File: src/rtl/down_count_timer.sv
// Loadable programmable down counter. It counts from a stored reload value to
// zero on enabled cycles, produces a one-cycle terminal-count pulse and toggles
// a divided-clock output on each expiry. It runs either one-shot or periodic.
// The reload value arrives over a valid/ready handshake that is held off while
// the counter runs, so the reload register never changes mid-run.
module down_count_timer #(
    parameter int WIDTH = 8
) (
    input  logic             clk,
    input  logic             rst,
    input  logic             enable,
    input  logic             load_valid,
    output logic             load_ready,
    input  logic [WIDTH-1:0] load_value,
    input  logic             mode,
    input  logic             start,
    input  logic             stop,
    output logic [WIDTH-1:0] count,
    output logic             busy,
    output logic             done,
    output logic             tc_pulse,
    output logic             div_out
);

    typedef enum logic [1:0] {
        IDLE = 2'b00,
        RUN  = 2'b01,
        DONE = 2'b10
    } state_t;

    localparam logic [WIDTH-1:0] ONE = {{(WIDTH-1){1'b0}}, 1'b1};

    // Decrement that floors at zero. The counter can never wrap below 0,
    // even if a caller reaches this with a zero operand.
    function automatic logic [WIDTH-1:0] dec_floor(input logic [WIDTH-1:0] v);
        logic [WIDTH-1:0] r;
        if (v == '0) r = '0;
        else         r = v - ONE;
        return r;
    endfunction

    state_t           state, state_nxt;
    logic [WIDTH-1:0] count_q, count_nxt;
    logic [WIDTH-1:0] reload_q, reload_nxt;
    logic             mode_q, mode_nxt;
    logic             tc_q, tc_nxt;
    logic             div_q, div_nxt;

    logic             in_run;
    logic             start_ok;
    logic             expire;
    logic             step;
    logic             load_fire;

    // Qualifiers shared by the next-state and datapath logic. stop overrides
    // start, enable and expiry in the same cycle.
    always_comb begin
        in_run    = (state == RUN);
        start_ok  = start && !stop && (reload_q != '0);
        expire    = in_run && !stop && enable && (count_q == '0);
        step      = in_run && !stop && enable && (count_q != '0);
        load_fire = load_valid && !in_run;
    end

    // State register, asynchronously cleared to IDLE.
    always_ff @(posedge clk or posedge rst) begin
        if (rst) state <= IDLE;
        else     state <= state_nxt;
    end

    // Next-state decode.
    always_comb begin
        state_nxt = state;
        unique case (state)
            IDLE: begin
                if (start_ok) state_nxt = RUN;
            end
            RUN: begin
                if (stop)                 state_nxt = IDLE;
                else if (expire && !mode_q) state_nxt = DONE;
            end
            DONE: begin
                if (stop)          state_nxt = IDLE;
                else if (start_ok) state_nxt = RUN;
            end
            default: state_nxt = IDLE;
        endcase
    end

    // Datapath next values: count, reload, latched mode, pulse and divider.
    // A start reads the reload register before a same-cycle load updates it.
    always_comb begin
        count_nxt  = count_q;
        mode_nxt   = mode_q;
        reload_nxt = reload_q;
        tc_nxt     = expire;
        div_nxt    = div_q ^ expire;

        if (!in_run && start_ok) begin
            count_nxt = reload_q;
            mode_nxt  = mode;
        end else if (expire) begin
            count_nxt = mode_q ? reload_q : '0;
        end else if (step) begin
            count_nxt = dec_floor(count_q);
        end

        if (load_fire) reload_nxt = load_value;
    end

    // Datapath registers. They are all cleared by the asynchronous reset, so a
    // reset in the middle of a run cannot leave a pending pulse behind.
    always_ff @(posedge clk or posedge rst) begin
        if (rst) begin
            count_q  <= '0;
            reload_q <= '0;
            mode_q   <= 1'b0;
            tc_q     <= 1'b0;
            div_q    <= 1'b0;
        end else begin
            count_q  <= count_nxt;
            reload_q <= reload_nxt;
            mode_q   <= mode_nxt;
            tc_q     <= tc_nxt;
            div_q    <= div_nxt;
        end
    end

    // Output decode. busy, done and load_ready come from the registered state.
    always_comb begin
        busy       = (state == RUN);
        done       = (state == DONE);
        load_ready = (state != RUN);
        count      = count_q;
        tc_pulse   = tc_q;
        div_out    = div_q;
    end

endmodule

File: config.mk
export PLATFORM = sky130hd
export DESIGN_NAME = down_count_timer
export DESIGN_NICKNAME = d
export VERILOG_FILES = /design/src/rtl/down_count_timer.sv
export SDC_FILE = /design/constraint.sdc
export NUM_CORES = 1
export LEC_CHECK = 0
export CAP_MARGIN = 20
export CORE_UTILIZATION = 45
export CTS_CLUSTER_DIAMETER = 200
export CTS_CLUSTER_SIZE = 16
export DETAILED_ROUTE_END_ITERATION = 8
export PLACE_DENSITY = 0.86
export REMOVE_ABC_BUFFERS = 1
export SLEW_MARGIN = 0
export SYNTH_ARGS = -nofsm -noshare
export SYNTH_HDL_FRONTEND = slang
export SYNTH_SLANG_ARGS = --single-unit
File: constraint.sdc
create_clock -name clk -period 2.4 [get_ports clk]
set_input_delay 0.36 -clock clk [delete_from_list [all_inputs] [get_ports clk]]
set_output_delay 0.36 -clock clk [all_outputs]
set_load 0.02 [all_outputs]
==> impl_metrics.yaml, run 1 <==
synthesis:
  yosysWarnings: 0
  syn_avg_cell_area_sq_um: 10.9
  yosys-top-cells-area: "dfrtp_1 48%, mux2_2 8.2%, inv_1 3.7%"
  ys_seq_area_frac: 0.477
  yosys.area.top_type_share: 0.477
  syn_area_sq_um: 1100
  synth.largest_area_cell: "dfrtp_1"
  synth_cell_types: 37
  ys_ff_latch: 21
  netlist_instances: 101
clock_network:
  cts-resized-gates: 0
  postCtsSetupBuffers: 0
  insertion_delay_ps: 300
  clock-sinks: 21
  max-clock-path-buffers: 2
  cts-buffers-inserted: 3
  ctsHoldBuffers: 0
  cts-root-buf: "clkbuf_4"
  htree_levels: 1
  cts_tree: "yes"
  clkTransAtPathRegs_ps: 120
critical_path:
  critPathMaxFanout: 5
  worstSetupPathType: "register to primary output"
  cp_slowest_cell: "clkdlybuf4s50_1"
  endpoint_kind: "primary output"
  slowest_delay_ps: 600
  required_ps: 2040
  crit_chain: "and2b_1 > inv_1 > clkdlybuf4s50_1"
  cp_data_arrival_time_ps: 1680
  cp-start-kind: "register"
timing:
  fin_setup_tns_ps: 0
  rsz0062_at_grt: "no"
  finalSetupViolCount: 0
  timing.fmax_mhz: 491
  min_period_ps: 2040
  max-slew-margin-rel: 0.481
  final_hold_viol_count: 0
  holdWs_ps: 490
  final_max_slew_viol_count: 0
  post-route-period-util: 0.848
  skew_ps: 1.15
  tightestPinTransition_ps: 778
final_layout:
  diodes: 0
  layout.nets: 152
  final_common_cell: "clkdlybuf4s50_1"
  final_cell_mix: "27 x clkdlybuf4s50_1, 21 x dfrtp_1, 11 x inv_1, 8 x mux2_2"
  design_area_sq_um: 1450
  layout-drive-gt1-share: 0.157
  fin_util: 0.643
  syn_to_final_growth_pct: 31.6
detailed_routing:
  postRouteAntennaNets: 0
  num_vias: 927
  first_pass_iters: 4
  routedWlPerCell_microns: 15.8
  drt_iter0_markers: 42
  drc: 0
  viasPerCell: 5.72
  routed_wl_microns: 2570
hold_path:
  worstHoldPathType: "input port to async pin"
global_routing:
  grt_use_total: 0.221
  antenna_found_initial: 0
  grt_pass1_vias: 931
  grt_max_degree: 22
  grt_pass1_wl_microns: 4230
  overflow: 0
power:
  powerDensity_nw_per_um2: 791
  p_leak_nw: 0.642
  ir_drop_uv: 517
floorplan:
  die_h_microns: 51.5
  dieArea_sq_um: 2650
  pin_count: 28
  rows: 17
  coreArea_sq_um: 2250
  die_w_microns: 51.5
  initial_core_util: 0.489
flow_run:
  cap_violations: 0
placement:
  globalplace.congestion: 0.949
  place_hpwl_microns: 2060
  place_area_sq_um: 1420
  port_buffers: 27
outcome:
  outcome: "finished clean"
## area by class of cell
| type | instances | area (sq um) |
|---|---|---|
| Tap cell | 28 | 35.0 |
| Fill cell | 197 | 805 |
| Clock buffer | 3 | 22.5 |
| Multi-Input combinational cell | 67 | 520 |
| Timing Repair Buffer | 31 | 300 |
| Sequential cell | 21 | 526 |
| Clock inverter | 1 | 5.00 |
| Inverter | 11 | 41.3 |
## Yosys cell counts, drive strengths merged
| cell | instances |
|---|---|
| mux2i | 1 |
| o21ai | 4 |
| o2bb2ai | 1 |
| nor2b | 1 |
| dfrtp | 21 |
| nor2 | 4 |
| a211o | 2 |
| nand3b | 1 |
| nor3 | 1 |
| nand2 | 5 |
| buf | 1 |
| a21o | 1 |
| a21oi | 5 |
| a32oi | 2 |
| inv | 11 |
| nand3 | 2 |
| mux2 | 8 |
| a311oi | 2 |
| nor4 | 4 |
| ha | 2 |
| and3 | 3 |
| xnor2 | 1 |
| a211oi | 3 |
| nor3b | 1 |
| o32a | 1 |
| and4 | 2 |
| or2 | 1 |
| o31ai | 1 |
| and2b | 1 |
| a221o | 4 |
| nand2b | 2 |
| clkbuf | 1 |
| nor4bb | 1 |
## sequential cells by signal, summed over array words and instances (netlist names)
register  count
div_out       1
mode_q        1
tc_pulse      1
count         8
reload_q      8
state         2
## cell families (layout without fill, tap and decap cells)
family                     Yosys count  in the layout  share of synthesized area
AOI/OAI and AO/OA                   26             26                      0.182
buffers and inverters               13             46                     0.0511
and+or+nand+nor                     29             29                      0.169
muxes                                9              9                     0.0908
xor gates and xnor gates             1              1                    0.00795
DFF                                 21             21                      0.477
adders and majority gates            2              2                     0.0227
## worst max-delay path: cells and delay by family, from the launching register on
family                 cells  cell delay (ps)
AND/OR/NAND/NOR            1              230
buffers and inverters      2              710
flip-flops                 1              430
## where the power goes
part	leakage (nW)	switching [mW]	internal [mW]
Clock	0.0177	0.108	0.0621
Sequential	0.258	0.0906	0.430
Combinational	0.366	0.227	0.230
Total	0.642	0.425	0.722
## routing by layer
layer,vias up,global-route usage,share of wire
li1,442,-,-
met1,457,0.273,0.43
met2,26,0.385,0.52
met3,2,0.0380,0.039
met4,0,0.0811,0.0097
met5,-,0,0
## per-stage QoR
step                setup WS (ps)  std cells  total power, mW
floorplan                     458         99            0.768
global placement              309        158            0.963
detailed placement            273        158            0.986
CTS                           365        162             1.16
global route                  277        162             1.22
finish                        364        162             1.15
## path summary, 6_finish.rpt
check / cells past startpoint / endpoint / start / slack, ps
max: 3 / load_ready / state[0]$_DFFE_PP0P_ / 360
min: 2 / reload_q[5]$_DFFE_PP0P_ / rst / 490
max reg2reg: 7 / count[6]$_DFFE_PP0P_ / count[0]$_DFFE_PP0P_ / 370
min reg2reg: 1 / div_out$_DFF_PP0_ / div_out$_DFF_PP0_ / 520
max in group asynchronous: 2 / reload_q[7]$_DFFE_PP0P_ / rst / 1430
min in group clk: 1 / div_out$_DFF_PP0_ / div_out$_DFF_PP0_ / 520
Power figures use the tool's default switching activity.
==> run 2: changes to the inputs <==
- clock period: 2.4 -> 2 ns (I/O delays scaled with it)
==> run 2 against run 1 <==
Net effect: setup slack worse by 240 ps; sequential cell count stayed put; first-iteration DRC count is 29% lower; sequential share of layout area is 1.6 points lower; critical path depth is 4 higher; cell area is 4.6% higher; non-clock buffer count is 8 higher; via count is 1.9% higher.
==> impl_metrics.yaml, run 2 (synthesis results as in run 1) <==
power:
  p_leak_nw: 0.697
  p_total_mw: 1.40
  p_comb_frac: 0.418
  p_switching_mw: 0.506
  p_clk_frac: 0.144
  ir_drop_uv: 606
  powerDensity_nw_per_um2: 924
  swShare: 0.361
  internal_power_mw: 0.896
  seqPwrFrac: 0.438
critical_path:
  cp_data_arrival_time_ps: 2070
  endpoint_kind: "register"
  required_ps: 2190
  critPathMaxFanout: 6
  r2r_cells: 7
  reg2reg_from: "count[0]$_DFFE_PP0P_"
  r2r_end: "count[5]$_DFFE_PP0P_"
  cp-start-kind: "register"
  worstSetupPathType: "register to register"
  r2r_setup_slack_ps: 120
final_layout:
  final_cell_mix: "25 x clkdlybuf4s50_1, 21 x dfrtp_1, 12 x buf_4, 11 x inv_1, 8 x mux2_2"
  layout-drive-gt1-share: 0.204
  diodes: 0
  design_area_sq_um: 1520
  syn_to_final_growth_pct: 37.6
  final_common_cell: "clkdlybuf4s50_1"
  layout.nets: 160
detailed_routing:
  first_pass_iters: 4
  routedWlPerCell_microns: 15.1
  drc: 0
  num_vias: 945
  viasPerCell: 5.56
  routed_wl_microns: 2560
  drt_iter0_markers: 30
  postRouteAntennaNets: 0
floorplan:
  coreArea_sq_um: 2250
  dieArea_sq_um: 2650
  die_h_microns: 51.5
  pin_count: 28
  rows: 17
  die_w_microns: 51.5
  initial_core_util: 0.489
global_routing:
  overflow: 0
  grt_max_degree: 22
  grt_pass1_wl_microns: 4170
  grt_pass1_vias: 914
  grt_use_total: 0.215
  antenna_found_initial: 0
clock_network:
  clkTransAtPathRegs_ps: 110
  max-clock-path-buffers: 2
  cts-root-buf: "clkbuf_4"
  htree_levels: 1
  ctsHoldBuffers: 0
  cts-buffers-inserted: 3
  insertion_delay_ps: 300
  clock-sinks: 21
  postCtsSetupBuffers: 0
  cts_tree: "yes"
placement:
  place_hpwl_microns: 2000
  pre_cts_slack_ps: 34.1
  port_buffers: 27
  globalplace.congestion: 0.833
  place_area_sq_um: 1480
timing:
  holdWs_ps: 307
  timing.fmax_mhz: 533
  finalSetupViolCount: 0
  final_hold_viol_count: 0
  final.setup.worst_slack_ps: 124
  max-slew-margin-rel: 0.666
  skew_ps: 2.60
  rsz0062_at_grt: "no"
  final_max_slew_viol_count: 0
  tightestPinTransition_ps: 497
  min_period_ps: 1880
  post-route-period-util: 0.938
  fin_setup_tns_ps: 0
flow_run:
  cap_violations: 0
hold_path:
  worstHoldPathType: "input port to async pin"
outcome:
  outcome: "finished clean"
## run 2: worst max-delay path, stage by stage (launching register included)
cell and delay, ps:
dfrtp_1 370, inv_1 70, ha_1 210, nor3b_1 140, buf_4 160, and4_1 210
or2_4 260, a221o_1 360
## run 2: worst max path at each step
stage | startpoint | to | slack [ps]
final | count[0]$_DFFE_PP0P_ | count[5]$_DFFE_PP0P_ | 120
after CTS | state[0]$_DFFE_PP0P_ | load_ready | 20
after detailed placement | enable | count[6]$_DFFE_PP0P_ | 30
after global placement | enable | count[5]$_DFFE_PP0P_ | 80
after global routing | count[0]$_DFFE_PP0P_ | count[5]$_DFFE_PP0P_ | 50
after floorplan | count[0]$_DFFE_PP0P_ | count[4]$_DFFE_PP0P_ | 60
## run 2: power by group through the flow
stage	Sequential (mW)	Clock (mW)	Combinational, mW
3_5_place_dp	0.622	0	0.581
4_1_cts	0.613	0.207	0.585
6_report	0.614	0.202	0.586
5_1_grt	0.627	0.221	0.633
3_3_place_gp	0.617	0	0.571
2_1_floorplan	0.676	0	0.246
## run 2: through the flow
| stage | utilization | cells |
|---|---|---|
| floorplan | - | 99 |
| global route | 0.673 | 170 |
| global placement | 0.658 | 166 |
| detailed placement | 0.658 | 166 |
| CTS | 0.669 | 170 |
| finish | 0.673 | 170 |
## run 2: layer usage
| layer | wire length (microns) | vias to the layer above | track usage |
|---|---|---|---|
| met3 | 83 | 6 | 0.0351 |
| met2 | 1250 | 25 | 0.346 |
| li1 | - | 458 | - |
| met1 | 1180 | 456 | 0.289 |
| met4 | 52 | 0 | 0.0811 |
| met5 | 0 | - | 0 |
## run 2: repair_timing
item,in CTS,in global routing
resized for setup,0,3
setup endpoints to repair,0,5
hold endpoints to repair,0,0
## run 2: cell type report
class	instances	area, sq um
clock buffer	4	26.3
fill	185	738
inverter	11	41.3
multi-input combinational	67	523
sequential	21	526
tap	28	35.0
timing repair buffer	39	365
==> run 3: changes to the inputs <==
- MAX_ROUTING_LAYER: not set -> met4
==> run 3 against run 2 <==
Net effect: combinational power about the same; hold slack lost 4.9 ps; global-route usage is 1.2 points higher; cell area is 0.41% lower; clock skew is 2.2 ps lower; first-iteration DRC count fell by 37%; critical path depth decreased by 5; utilization is 0.28 points lower; sequential share of layout area increased by 0.14 points; fmax decreased by 4.5%; critical path type is now register to primary output.
==> impl_metrics.yaml, run 3 (synthesis results as in run 1) <==
final_layout:
  layout.nets: 160
  diodes: 0
  final_common_cell: "clkdlybuf4s50_1"
  final_cell_mix: "26 x clkdlybuf4s50_1, 21 x dfrtp_1, 12 x buf_4, 11 x inv_1, 8 x mux2_2"
  layout-drive-gt1-share: 0.204
  fin_util: 0.670
  final_cells: 170
  fillers: 190
  syn_to_final_growth_pct: 37.0
detailed_routing:
  first_pass_iters: 4
  drc: 0
  routedWlPerCell_microns: 15.3
  postRouteAntennaNets: 0
  num_vias: 983
  routed_wl_microns: 2600
  viasPerCell: 5.78
  drt_iter0_markers: 19
power:
  powerDensity_nw_per_um2: 933
  p_total_mw: 1.41
  p_leak_nw: 0.679
  ir_drop_uv: 621
clock_network:
  cts-buffers-inserted: 3
  cts-root-buf: "clkbuf_4"
  clock-sinks: 21
  max-clock-path-buffers: 2
  postCtsSetupBuffers: 0
  cts-resized-gates: 1
  cts_tree: "yes"
  insertion_delay_ps: 300
  ctsHoldBuffers: 0
  htree_levels: 1
  clkTransAtPathRegs_ps: 110
timing:
  skew_ps: 0.379
  finalSetupViolCount: 0
  post-route-period-util: 0.982
  fin_setup_tns_ps: 0
  final_max_slew_viol_count: 0
  max-slew-margin-rel: 0.674
  rsz0062_at_grt: "no"
  timing.fmax_mhz: 509
  min_period_ps: 1960
  final_hold_viol_count: 0
  tightestPinTransition_ps: 485
critical_path:
  r2r_end: "count[2]$_DFFE_PP0P_"
  required_ps: 1700
  critPathMaxFanout: 5
  endpoint_kind: "primary output"
  r2r_setup_slack_ps: 110
  worstSetupPathType: "register to primary output"
  reg2reg_from: "count[1]$_DFFE_PP0P_"
  cp-startpoint: "state[1]$_DFFE_PP0P_"
  cp-start-kind: "register"
  cp_data_arrival_time_ps: 1660
  r2r_cells: 7
placement:
  globalplace.congestion: 0.852
  port_buffers: 27
  place_hpwl_microns: 2070
  placed_cells: 166
floorplan:
  initial_core_util: 0.489
  dieArea_sq_um: 2650
  pin_count: 28
  rows: 17
  die_h_microns: 51.5
  die_w_microns: 51.5
  coreArea_sq_um: 2250
global_routing:
  antenna_found_initial: 0
  grt_max_degree: 22
  grt_use_total: 0.227
  grt_pass1_vias: 932
  grt_pass1_wl_microns: 4190
  overflow: 0
flow_run:
  cap_violations: 0
hold_path:
  worstHoldPathType: "input port to async pin"
outcome:
  outcome: "finished clean"
run 3: changes by cell type in the layout (fill, tap and decap cells not counted), sizes merged:
cell           previous run  this run
dlygate4sd2               0         1
clkdlybuf4s50            25        26
dlymetal6s2s              2         0
run 3: metal layers:
| metal | global-route usage | share of wire |
|---|---|---|
| met5 | - | 0 |
| met4 | 0.0991 | 0.017 |
| met3 | 0.0409 | 0.051 |
| met2 | 0.361 | 0.50 |
| met1 | 0.285 | 0.43 |
run 3: worst max path at each step:
stage | end | slack [ps] | cells after the start
after CTS | busy | 40 | 2
after global routing | busy | 0.7 | 2
after floorplan | count[4]$_DFFE_PP0P_ | 60 | 6
final | busy | 40 | 2
after detailed placement | count[7]$_DFFE_PP0P_ | 40 | 7
after global placement | count[5]$_DFFE_PP0P_ | 80 | 6
run 3: metrics by stage:
step                      hold slack (ps)  worst slack [ps]  cell area, sq um
after floorplan                       277              57.9              1090
after global placement                461              80.3              1480
after detailed placement              471              40.9              1480
after CTS                             311              36.1              1510
after global routing                  323             0.655              1510
final                                 303              35.8              1510
run 3: worst max-delay path, stage by stage (launching register included):
cell and delay (ps):
dfrtp_1 410, and2b_1 300, clkdlybuf4s50_1 640
run 3: cell type report:
type	instances	area, sq um	share of cell area
multi-input cells	67	523	0.346
repair buffers	39	359	0.238
well taps	28	35.0	0.0232
flip-flops and latches	21	526	0.348
clock buffers	4	26.3	0.0174
inverters	11	41.3	0.0273
run 3: power by group:
part           switching (mW)  internal, mW
Sequential             0.0994         0.516
Clock                   0.126        0.0779
Combinational           0.286         0.303
